### src/rtl/inst_fetch_if.sv
// inst_fetch_if: instruction-memory read port, branch redirect and decode handshake
// for the fetch stage. master = fetch stage view, slave = memory/decode side view.
interface inst_fetch_if #(
  parameter int unsigned ADDR_W = 32,
  parameter int unsigned DATA_W = 32
);
  logic              imem_req;
  logic [ADDR_W-1:0] imem_addr;
  logic              imem_rvalid;
  logic [DATA_W-1:0] imem_rdata;
  logic              redirect_valid;
  logic [ADDR_W-1:0] redirect_pc;
  logic              if_valid;
  logic              if_ready;
  logic [DATA_W-1:0] if_inst;
  logic [ADDR_W-1:0] if_pc;
  logic [5:0]        if_opcode;

  modport master (
    output imem_req, imem_addr,
    input  imem_rvalid, imem_rdata,
    input  redirect_valid, redirect_pc,
    output if_valid, if_inst, if_pc, if_opcode,
    input  if_ready
  );

  modport slave (
    input  imem_req, imem_addr,
    output imem_rvalid, imem_rdata,
    output redirect_valid, redirect_pc,
    input  if_valid, if_inst, if_pc, if_opcode,
    output if_ready
  );
endinterface

### src/rtl/inst_fetch.sv
// inst_fetch: PC keeper, single-outstanding instruction-memory reader, small
// instruction FIFO feeding decode, and branch redirect with stale-response drop.
// Optional feature macro: INST_FETCH_PERF_CNT_EN adds saturating stall/flush counters.
module inst_fetch #(
  parameter int unsigned       ADDR_W    = 32,
  parameter int unsigned       DATA_W    = 32,
  parameter logic [ADDR_W-1:0] RESET_PC  = '0,
  parameter int unsigned       BUF_DEPTH = 2
) (
  input  logic         clk,
  input  logic         rst_n,
  inst_fetch_if.master bus
`ifdef INST_FETCH_PERF_CNT_EN
  ,
  output logic [31:0]  perf_stall_cnt,
  output logic [31:0]  perf_flush_cnt
`endif
);

  localparam int unsigned PTR_W = (BUF_DEPTH > 1) ? $clog2(BUF_DEPTH) : 1;
  localparam int unsigned CNT_W = PTR_W + 1;

  typedef enum logic [1:0] {IDLE, REQ, WAIT, DROP} state_t;

  typedef struct packed {
    logic [ADDR_W-1:0] pc;
    logic [DATA_W-1:0] inst;
  } entry_t;

  state_t            state_q;
  logic [ADDR_W-1:0] pc_q;
  logic [ADDR_W-1:0] req_pc_q;
  entry_t            fifo_q [BUF_DEPTH];
  logic [PTR_W-1:0]  rd_ptr_q;
  logic [PTR_W-1:0]  wr_ptr_q;
  logic [CNT_W-1:0]  count_q;

  logic   redirect;
  logic   flush;
  logic   not_empty;
  logic   full;
  logic   pop;
  logic   issue;
  logic   push;
  entry_t head;

  // Handshake decisions for the current cycle; redirect overrides everything.
  assign redirect  = bus.redirect_valid;
  assign flush     = redirect && (state_q != IDLE);
  assign not_empty = (count_q != '0);
  assign full      = (count_q == CNT_W'(BUF_DEPTH));
  assign pop       = not_empty && bus.if_ready && !flush;
  assign issue     = (state_q == REQ) && !redirect && (!full || pop);
  assign push      = (state_q == WAIT) && bus.imem_rvalid && !redirect;

  // Memory request port: address is always the word-aligned PC.
  assign bus.imem_req  = issue;
  assign bus.imem_addr = pc_q & ~ADDR_W'(3);

  // Decode side: FIFO head, forced to zero while empty.
  assign head          = fifo_q[rd_ptr_q];
  assign bus.if_valid  = not_empty;
  assign bus.if_inst   = not_empty ? head.inst : '0;
  assign bus.if_pc     = not_empty ? head.pc   : '0;
  assign bus.if_opcode = bus.if_inst[DATA_W-1 -: 6];

  // Fetch FSM, PC and request-address tracking.
  always_ff @(posedge clk or negedge rst_n) begin
    if (!rst_n) begin
      state_q  <= IDLE;
      pc_q     <= RESET_PC;
      req_pc_q <= '0;
    end else begin
      if (redirect) begin
        pc_q <= bus.redirect_pc & ~ADDR_W'(3);
      end else if (issue) begin
        pc_q     <= pc_q + ADDR_W'(4);
        req_pc_q <= pc_q;
      end
      case (state_q)
        IDLE: state_q <= REQ;
        REQ: begin
          if (issue) state_q <= WAIT;
        end
        WAIT: begin
          if (bus.imem_rvalid) state_q <= REQ;
          else if (redirect)   state_q <= DROP;
        end
        DROP: begin
          if (bus.imem_rvalid) state_q <= REQ;
        end
        default: state_q <= IDLE;
      endcase
    end
  end

  // FIFO pointers and occupancy; a flush empties it and ignores any same-cycle pop.
  always_ff @(posedge clk or negedge rst_n) begin
    if (!rst_n) begin
      rd_ptr_q <= '0;
      wr_ptr_q <= '0;
      count_q  <= '0;
    end else if (flush) begin
      rd_ptr_q <= '0;
      wr_ptr_q <= '0;
      count_q  <= '0;
    end else begin
      if (push) wr_ptr_q <= wr_ptr_q + PTR_W'(1);
      if (pop)  rd_ptr_q <= rd_ptr_q + PTR_W'(1);
      case ({push, pop})
        2'b10:   count_q <= count_q + CNT_W'(1);
        2'b01:   count_q <= count_q - CNT_W'(1);
        default: count_q <= count_q;
      endcase
    end
  end

  // FIFO storage; space is guaranteed because a request is only issued with room.
  always_ff @(posedge clk) begin
    if (push) fifo_q[wr_ptr_q] <= '{pc: req_pc_q, inst: bus.imem_rdata};
  end

`ifdef INST_FETCH_PERF_CNT_EN
  // Saturating counters for decode starvation and redirect flushes.
  always_ff @(posedge clk or negedge rst_n) begin
    if (!rst_n) begin
      perf_stall_cnt <= '0;
      perf_flush_cnt <= '0;
    end else begin
      if (!not_empty && (state_q != IDLE) && (perf_stall_cnt != '1))
        perf_stall_cnt <= perf_stall_cnt + 32'd1;
      if (redirect && (perf_flush_cnt != '1))
        perf_flush_cnt <= perf_flush_cnt + 32'd1;
    end
  end
`endif

endmodule

### src/flat_wrapper.sv
// flat-port wrapper written by rule: the top's interface ports become plain ports
module inst_fetch_flat 
#(
  parameter int unsigned       ADDR_W    = 32,
  parameter int unsigned       DATA_W    = 32,
  parameter logic [ADDR_W-1:0] RESET_PC  = '0,
  parameter int unsigned       BUF_DEPTH = 2
)
  (clk, rst_n, bus_imem_req, bus_imem_addr, bus_imem_rvalid, bus_imem_rdata, bus_redirect_valid, bus_redirect_pc, bus_if_valid, bus_if_inst, bus_if_pc, bus_if_opcode, bus_if_ready);
  inst_fetch_if #(.ADDR_W(ADDR_W), .DATA_W(DATA_W)) bus_i ();
  input  logic clk;
  input  logic rst_n;
  output wire logic [$bits(bus_i.imem_req)-1:0] bus_imem_req;
  output wire logic [$bits(bus_i.imem_addr)-1:0] bus_imem_addr;
  input wire logic [$bits(bus_i.imem_rvalid)-1:0] bus_imem_rvalid;
  input wire logic [$bits(bus_i.imem_rdata)-1:0] bus_imem_rdata;
  input wire logic [$bits(bus_i.redirect_valid)-1:0] bus_redirect_valid;
  input wire logic [$bits(bus_i.redirect_pc)-1:0] bus_redirect_pc;
  output wire logic [$bits(bus_i.if_valid)-1:0] bus_if_valid;
  output wire logic [$bits(bus_i.if_inst)-1:0] bus_if_inst;
  output wire logic [$bits(bus_i.if_pc)-1:0] bus_if_pc;
  output wire logic [$bits(bus_i.if_opcode)-1:0] bus_if_opcode;
  input wire logic [$bits(bus_i.if_ready)-1:0] bus_if_ready;
  assign bus_imem_req = bus_i.imem_req;
  assign bus_imem_addr = bus_i.imem_addr;
  assign bus_i.imem_rvalid = bus_imem_rvalid;
  assign bus_i.imem_rdata = bus_imem_rdata;
  assign bus_i.redirect_valid = bus_redirect_valid;
  assign bus_i.redirect_pc = bus_redirect_pc;
  assign bus_if_valid = bus_i.if_valid;
  assign bus_if_inst = bus_i.if_inst;
  assign bus_if_pc = bus_i.if_pc;
  assign bus_if_opcode = bus_i.if_opcode;
  assign bus_i.if_ready = bus_if_ready;
  inst_fetch #(.ADDR_W(ADDR_W), .DATA_W(DATA_W), .RESET_PC(RESET_PC), .BUF_DEPTH(BUF_DEPTH)) u_core (.clk(clk), .rst_n(rst_n), .bus(bus_i));
endmodule
### config.mk
export PLATFORM = sky130hd
export DESIGN_NAME = inst_fetch_flat
export DESIGN_NICKNAME = d
export VERILOG_FILES = /design/src/rtl/inst_fetch_if.sv /design/src/rtl/inst_fetch.sv /design/src/flat_wrapper.sv
export SDC_FILE = /design/constraint.sdc
export NUM_CORES = 1
export LEC_CHECK = 0
export BUFFER_PORTS_ARGS = -buffer_cell sky130_fd_sc_hd__buf_2
export CAP_MARGIN = 30
export CORE_MARGIN = 1.5
export CORE_UTILIZATION = 46
export DETAILED_ROUTE_END_ITERATION = 12
export GPL_TIMING_DRIVEN = 0
export HOLD_SLACK_MARGIN = 0.03
export PLACE_DENSITY = 0.69
export SYNTH_ARGS = -nofsm -noshare
export SYNTH_HDL_FRONTEND = slang
export SYNTH_SLANG_ARGS = --single-unit
### constraint.sdc
create_clock -name clk -period 4.95 [get_ports clk]
set_input_delay 0.495 -clock clk [delete_from_list [all_inputs] [get_ports clk]]
set_output_delay 0.495 -clock clk [all_outputs]
set_load 0.05 [all_outputs]
==> results.json <==
{
  "status": "finished, final reports clean",
  "wl_per_cell_um": 18.2,
  "yosysUniqueCellTypes": 54,
  "final_cell_mix": "buf_2, edfxtp_1, nor2_1",
  "cts.clk_slew.worst_paths_ps": 70,
  "finalHoldViolations": 0,
  "dp_cells": 1018,
  "drc": 0,
  "hold_ws_ps": 137,
  "min_path_type": "input pin to async pin",
  "synth_area_sq_um": 8280,
  "layout_min_cycle_time_ps": 3110,
  "seq_area_frac_synth_pct": 64.9,
  "r2r_cells": 7,
  "die_w_um": 137,
  "multiInputGateArea_sq_um": 2650,
  "cellPowerDensity_nw_per_um2": 468,
  "place_congestion": 0.868,
  "num-fill-cells": 1484,
  "clk_path_buf_depth": 2,
  "layout_commonest_cell": "buf_2",
  "dp_hpwl_um": 13300,
  "synth_edf_count": 124,
  "avgSynthCellArea_sq_um": 13.3,
  "die_h_um": 137,
  "clock_sinks": 190,
  "rrSetupSlack_ps": 2390,
  "r2r-end": "u_core.pc_q[26]",
  "htreeDepth": 4,
  "setup_viol": 0,
  "grt.overflow.total": 0,
  "synth_cells": 622,
  "rsz0062_at_grt": "false",
  "cts_made_buffers": 17,
  "drt-pass1-iter-count": 5,
  "setup.worst_path.start_class": "flip-flop",
  "rows": 48,
  "num_vias": 5791,
  "tightest_slew_ps": 983,
  "finalPower_mw": 4.69,
  "clk_latency_ps": 430,
  "max_freq_ghz": 0.321,
  "slew_viol_final": 0,
  "io_pins": 173,
  "p_leak_nw": 3.88,
  "ff_latch_area_sq_um": 5380,
  "worst-path-max-fanout": 10,
  "place.port_buffers": 166,
  "vias_per_cell": 5.52,
  "period_share_pct": 62.9,
  "cap_violations": 0,
  "synthFlopType": "edfxtp_1",
  "worstPathRequired_ps": 4450,
  "drive_gt1_share_pct": 32.6,
  "grt_pass1_wl_um": 29400,
  "hold_buffers": 0,
  "place_ws_ps": 2250,
  "endpoint_kind": "output pin",
  "cts_tree": "built",
  "start_util_pct": 47.6,
  "critPathArrivalTime_ps": 2620,
  "grt_pass1_vias": 5643,
  "wl_um": 19100,
  "post_cts_buffers": 0,
  "nNetsFinal": 887,
  "core_area_sq_um": 17400,
  "track_usage_pct": 20.8,
  "ys_ff_latch": 190,
  "antenna_found_initial": 0,
  "syn2layout_area_growth_pct": 20.9,
  "postRouteAntennaNets": 0,
  "grt_max_degree": 67,
  "setup_slack_ps": 1840,
  "worstReg2RegStart": "u_core.state_q[1]",
  "postCtsResizedCells": 0,
  "drtIter0Drc": 494,
  "skew_ps": 8.27,
  "crit_type": "flip-flop to output pin",
  "ys_async_sr_fraction_pct": 34.7,
  "die_area_sq_um": 18800,
  "relSlewSlack_pct": 34.2,
  "peakVddDrop_v": 0.000290,
  "final_cells": 1050,
  "clock-root-buffer": "clkbuf_16",
  "antennaDiodeCount": 0,
  "ys_warn_count": 0
}
report_power, final:
group	switching [mW]	internal, mW
clock	0.619	0.664
sequential	0.178	1.96
combinational	0.856	0.410
total	1.65	3.03
routing by layer:
| layer | global-route usage (%) | vias up | part of all wire, % | wire length (um) |
|---|---|---|---|---|
| met5 | 0 | - | 0 | 0 |
| met2 | 34.4 | 229 | 49 | 9360 |
| li1 | - | 2708 | - | - |
| met3 | 4.89 | 14 | 7.1 | 1350 |
| met4 | 6.73 | 0 | 0.96 | 183 |
| met1 | 27.2 | 2840 | 43 | 8200 |
flip-flops by register name (all words and copies together) (netlist names):
signal           count
u_core.state_q       2
u_core.rd_ptr_q      1
u_core.req_pc_q     30
u_core.count_q       2
u_core.fifo_q      124
u_core.wr_ptr_q      1
u_core.pc_q         30
cells in the mapped netlist, types with 2 or more instances:
master,count,area share [%]
nor3b_1,2,0.18
or3_1,4,0.30
nor3_1,4,0.24
a221oi_1,3,0.32
mux2_2,30,4.1
nor4_1,2,0.15
inv_1,12,0.54
nor2_1,87,3.9
xor2_1,2,0.21
buf_2,9,0.54
or4_1,5,0.45
nor2b_1,7,0.53
nand3_1,18,1.1
or4b_1,2,0.24
o21ai_0,10,0.60
o311ai_0,14,1.5
a31oi_1,11,0.83
edfxtp_1,124,45
nand2_1,23,1.0
a21oi_1,2,0.12
and4_1,8,0.85
dfrtp_1,66,20
nand4_1,16,1.2
mux2i_1,63,7.6
buf_1,3,0.14
o41ai_1,3,0.32
or2_2,9,0.68
xnor2_1,2,0.21
o31ai_1,11,1.0
clkbuf_1,24,1.1
and3_1,3,0.23
buf_4,12,1.1
a22oi_1,4,0.36
ha_1,6,0.91
nand2b_1,2,0.15
worst max-delay path, cell delays in order (launching register included):
cell and delay, ps:
dfrtp_1 430, nor2_1 780, clkbuf_1 490, nor2_1 130
buf_4 150, buf_2 200
worst max-delay path by stage:
stage               slack, ps  cells past startpoint                   end               start
finish                   1840                      5      bus_if_opcode[5]   u_core.count_q[0]
global route             1670                      5      bus_if_opcode[5]   u_core.count_q[0]
floorplan                 910                      4   u_core.fifo_q[0][0]  bus_redirect_valid
CTS                      1780                      5      bus_if_opcode[5]   u_core.count_q[0]
detailed placement       2250                      5      bus_if_opcode[5]   u_core.count_q[0]
global placement         -810                      5  u_core.fifo_q[0][36]  bus_redirect_valid
stage by stage:
step	cell area (sq um)	util (%)	TNS (ps)
final	10000	57.5	0
after detailed placement	9460	54.3	0
after global routing	10000	57.5	0
after floorplan	8290	-	0
after CTS	10000	57.5	0
after global placement	9410	54.0	-49760
area by class of cell:
type / count / share of cell area [%]
inverters: 12 / 0.450
plain buffers: 48 / 2.36
repair buffers: 168 / 8.72
multi-input cells: 375 / 26.5
clock buffers: 19 / 4.32
clock inverters: 13 / 1.17
flip-flops and latches: 190 / 53.7
well taps: 225 / 2.81
cells by family after synthesis:
| kind of cell | synth area share (%) |
|---|---|
| flops | 64.9 |
| fa+ha+maj | 0.906 |
| xor+xnor | 0.423 |
| buf+inv | 3.40 |
| other cells | 0.0453 |
| compound gates | 6.27 |
| simple gates | 12.4 |
| mux | 11.7 |
Power figures use the tool's default switching activity.
